## src/rtl/vga_decodifica_embarcacao.sv

```systemverilog
// rtl/vga_decodifica_embarcacao.sv - decodes a ship position vector into a 10x10 grid and answers VGA pixel hits
module vga_decodifica_embarcacao #(
    parameter int GRID_X0   = 40,
    parameter int GRID_Y0   = 40,
    parameter int CELL_LOG2 = 5
) (
    input  logic        clk,
    input  logic        reset,
    input  logic        carregar,
    input  logic [63:0] posicoesEmbarcacao,
    input  logic [9:0]  pixelX,
    input  logic [9:0]  pixelY,
    output logic        ocupado,
    output logic        pronto,
    output logic        erro,
    output logic        celulaOcupada,
    output logic [99:0] celulas
);

    localparam int BOARD_PX = 10 << CELL_LOG2;

    typedef enum logic [1:0] {OCIOSO, DECODIFICA, CONCLUI} estado_t;

    estado_t     estado;
    estado_t     proximo;
    logic [42:0] vetor;
    logic [2:0]  k;
    logic [20:0] bits_unused;

    logic [3:0]  par_x;
    logic [3:0]  par_y;
    logic        par_valido;
    logic [6:0]  idx_par;
    logic        ultimo;
    logic        tipo_invalido;

    assign bits_unused   = posicoesEmbarcacao[63:43];
    assign tipo_invalido = posicoesEmbarcacao[2:0] > 3'd4;

    // Pair k lives at bits 8k+3 (X) and 8k+7 (Y).
    assign par_x      = vetor[{k, 3'b011} +: 4];
    assign par_y      = vetor[{k, 3'b111} +: 4];
    assign par_valido = (par_x <= 4'd9) && (par_y <= 4'd9);
    assign idx_par    = 7'(par_y) * 7'd10 + 7'(par_x);
    assign ultimo     = (k == vetor[2:0]);

    always_ff @(posedge clk) begin
        if (reset) begin
            estado <= OCIOSO;
        end else begin
            estado <= proximo;
        end
    end

    always_comb begin
        proximo = estado;
        case (estado)
            OCIOSO:     if (carregar) proximo = tipo_invalido ? CONCLUI : DECODIFICA;
            DECODIFICA: if (ultimo) proximo = CONCLUI;
            CONCLUI:    proximo = OCIOSO;
            default:    proximo = OCIOSO;
        endcase
    end

    always_comb begin
        ocupado = (estado == DECODIFICA);
        pronto  = (estado == CONCLUI);
    end

    always_ff @(posedge clk) begin
        if (reset) begin
            vetor   <= '0;
            k       <= '0;
            celulas <= '0;
            erro    <= 1'b0;
        end else begin
            case (estado)
                OCIOSO: begin
                    if (carregar) begin
                        vetor   <= posicoesEmbarcacao[42:0];
                        k       <= '0;
                        celulas <= '0;
                        erro    <= tipo_invalido;
                    end
                end
                DECODIFICA: begin
                    k <= k + 3'd1;
                    if (par_valido) begin
                        celulas[idx_par] <= 1'b1;
                    end else begin
                        erro <= 1'b1;
                    end
                end
                default: ;
            endcase
        end
    end

    logic        dentro;
    logic [9:0]  dx;
    logic [9:0]  dy;
    logic [6:0]  idx_pix;
    logic [99:0] desl;

    assign dentro  = (pixelX >= 10'(GRID_X0)) && (pixelX < 10'(GRID_X0 + BOARD_PX)) &&
                     (pixelY >= 10'(GRID_Y0)) && (pixelY < 10'(GRID_Y0 + BOARD_PX));
    assign dx      = pixelX - 10'(GRID_X0);
    assign dy      = pixelY - 10'(GRID_Y0);
    assign idx_pix = 7'(4'(dy >> CELL_LOG2)) * 7'd10 + 7'(4'(dx >> CELL_LOG2));
    // Shift rather than index so out-of-board pixels never address past bit 99.
    assign desl    = celulas >> idx_pix;

    always_ff @(posedge clk) begin
        if (reset) begin
            celulaOcupada <= 1'b0;
        end else begin
            celulaOcupada <= dentro && !ocupado && desl[0];
        end
    end

endmodule

```

## config.mk

```make
export PLATFORM = sky130hd
export DESIGN_NAME = vga_decodifica_embarcacao
export DESIGN_NICKNAME = d
export VERILOG_FILES = /design/src/rtl/vga_decodifica_embarcacao.sv
export SDC_FILE = /design/constraint.sdc
export NUM_CORES = 1
export LEC_CHECK = 0
export ABC_CLOCK_PERIOD_IN_PS = 9700
export BUFFER_PORTS_ARGS = -buffer_cell sky130_fd_sc_hd__buf_2
export CORE_ASPECT_RATIO = 0.8
export CORE_MARGIN = 1.5
export CORE_UTILIZATION = 40
export DETAILED_ROUTE_END_ITERATION = 7
export GPL_TIMING_DRIVEN = 0
export PLACE_DENSITY_LB_ADDON = 0.2
export SYNTH_ARGS = -nofsm -noshare
export SYNTH_HDL_FRONTEND = slang
export SYNTH_SLANG_ARGS = --single-unit
export TNS_END_PERCENT = 100
```

## constraint.sdc

```tcl
create_clock -name clk -period 9.7 [get_ports clk]
set_clock_uncertainty 0.1 [all_clocks]
set_input_delay 1.94 -clock clk [delete_from_list [all_inputs] [get_ports clk]]
set_output_delay 1.94 -clock clk [all_outputs]
set_load 0.1 [all_outputs]
```

==> impl_metrics.yaml <==
final_layout:
  area_growth_pct: 23.8
  antenna_cells: 0
  final_cells: 1107
  drive_above_1_share: 0.292
  finalNetCount: 979
critical_path:
  worst_setup_path_end_kind: "register"
  cp_top_family: "simple AND/OR/NAND/NOR gates"
  startpoint_type: "primary input"
  cp.required_ps: 9900
  cpPeakStageDelay_ps: 750
  worstPathArrival_ps: 5670
  cp_cell_sequence: "buf_2 > o21a_1 > nor2_1 > xor2_1 > ha_1 > ha_1 > a21oi_1 > and2_1 > xor2_1 > mux2i_1 > nor3_1 > nor4b_1 > nor4_2"
  worstPathMaxFanout: 8
  cp_num_buf_inv: 1
  crit_slowest_cell: "xor2_1"
  crit_type: "in -> reg"
detailed_routing:
  drt_wl_total_um: 21200
  drtIter0Drc: 547
  drtAntennaViolNets: 0
  viasPerCell: 5.60
  drc_errors: 0
  wl_per_cell_um: 19.1
  vias: 6201
  first_pass_iters: 5
floorplan:
  die_h_um: 121
  fp.dieW_um: 150
  ios: 191
  core-area_um2: 16800
  num_rows: 42
  floorplan.initialDensity: 0.413
  fp.dieArea_um2: 18100
cts:
  cts_resized: 0
  root_buffer: "clkbuf_16"
  cts_tree: "done"
  postCtsSetupBuffers: 0
  worstSkewPairLatency_ps: 430
  clk_pin_slew_ps: 60
  numCtsBuffers: 17
  cts.sinks: 150
  cts.htree.levels: 4
  cts_buffer_depth: 2
  hold_buffers: 0
sta:
  setup_viol: 0
  tns_ps: 0
  finalCritPeriodShare: 0.564
  rsz0062_at_grt: "no"
  relSlewSlack: 0.376
  finalMaxSlewViolations: 0
  worst_slew_pin_slew_ps: 933
  finalHoldViolations: 0
  period_needed_ps: 5470
  fin_ws_ps: 4230
  fmax_mhz: 183
synthesis:
  yosys.area.top_type_share: 0.434
  synth_warnings: 0
  yosysTopAreaCell: "dfxtp_1"
  netlist_top_cells_area: "dfxtp_1 (43%), a22o_1 (13%), mux4_2 (7.2%)"
  ys_ff_latch: 150
  syn_area_per_cell_um2: 9.98
  synth_cell_types: 56
  syn_inst: 694
  synth.most_common_cell: "dfxtp_1"
  synth-seq-area-share: 0.434
  postSynth.asyncResetShare: 0
  syn-cell-area_um2: 6920
  ys.flop_type: "dfxtp_1"
  synth.top_cells.by_count: "dfxtp_1 (150), nand2_1 (108), a22o_1 (102)"
  synth-edff-count: 0
  synthesis.nets: 798
place:
  gp_congestion: 0.851
  place_ws_ps: 4090
  io_buffers: 162
  dp_cells: 1076
  dp_hpwl_um: 15800
power:
  p_leak_nw: 3.73
  ir_drop_v: 0.000126
  power.density_nw_per_um2: 187
  fin_total_pwr_mw: 1.60
grt:
  grt_pass1_wl_um: 32100
  grt_pass1_vias: 5742
  gr-total-overflow: 0
  grt.total_usage: 0.237
  antenna_found_initial: 0
  grt_max_degree: 17
run:
  max_cap_violations: 0
outcome:
  status: "finished clean"
min_path:
  hp-class: "reg -> reg"
[worst register-to-register path, stage by stage, from the launching register on]
cell and delay (ps):
dfxtp_1 420, buf_6 220, mux4_2 530, nand2_1 110, nand2_1 130, ha_1 330, ha_1 190, inv_1 60
fa_1 440, nor3b_1 250, xnor3_1 250, nand2_1 130, nor2_1 570, a22o_1 230
[state kept, by name, summed over array words and instances (netlist names)]
name,count
celulas,100
vetor,43
k,3
erro,1
celulaOcupada,1
estado,2
[metrics by stage]
stage / area [um^2] / util / hold WS, ps
finish: 8570 / 0.511 / 353
global route: 8570 / 0.511 / 372
CTS: 8570 / 0.511 / 355
detailed placement: 8010 / 0.478 / 347
global placement: 8010 / 0.478 / 341
floorplan: 6920 / - / 333
[layer usage]
layer | GRT usage | vias to the layer above | share of wire
met2 | 0.329 | 260 | 0.41
met1 | 0.361 | 2991 | 0.50
li1 | - | 2917 | -
met3 | 0.0491 | 33 | 0.079
met5 | 0 | - | 0
met4 | 0.0797 | 0 | 0.017
[power by group]
part | internal, mW | switching [mW] | total [mW]
Combinational | 0.109 | 0.217 | 0.326
Sequential | 0.631 | 0.00924 | 0.641
Clock | 0.366 | 0.268 | 0.634
Total | 1.11 | 0.494 | 1.60
[final timing paths]
path                          start                       end  slack [ps]  cells past startpoint
min          vetor[18]$_SDFFE_PP0P_    vetor[18]$_SDFFE_PP0P_         350                      2
max                       pixelY[3]  celulaOcupada$_SDFF_PP0_        4230                     13
max reg2reg       k[0]$_SDFFE_PP0P_   celulas[8]$_SDFFE_PP0P_        5700                     13
min reg2reg  vetor[18]$_SDFFE_PP0P_    vetor[18]$_SDFFE_PP0P_         350                      2
[cell usage in the layout (no fill, tap or decap), types with 10 or more instances in the layout]
cell	Yosys	final
nand2_1	108	108
a211oi_1	12	12
nor2_4	10	10
and3_1	10	10
mux4_2	22	22
buf_2	3	165
nor2_1	25	25
a21oi_1	53	53
dfxtp_1	150	150
nor3_1	12	12
ha_1	13	13
xnor2_1	14	14
clkbuf_16	0	17
inv_1	15	15
a22o_1	102	102
clkbuf_1	29	31
[cells by family (layout without fill, tap and decap cells)]
| logic type | Yosys count | after routing | share of synthesized area |
|---|---|---|---|
| adder cells (fa/ha/maj) | 17 | 17 | 0.0351 |
| buffers and inverters | 61 | 254 | 0.0412 |
| AO/OA/AOI/OAI | 202 | 202 | 0.218 |
| AND/OR/NAND/NOR | 207 | 207 | 0.150 |
| flip-flops | 150 | 150 | 0.434 |
| XOR/XNOR | 21 | 21 | 0.0286 |
| multiplexers | 36 | 36 | 0.0934 |
[layout make-up]
cell class | count | area [um^2]
plain buffers | 46 | 229
repair buffers | 162 | 811
clock buffers | 21 | 460
multi-input cells | 483 | 3640
fillers | 1601 | 8190
flip-flops and latches | 150 | 3000
clock inverters | 10 | 98.8
inverters | 15 | 56.3
well taps | 220 | 275
Note: power is estimated with default switching activity, not from simulation.
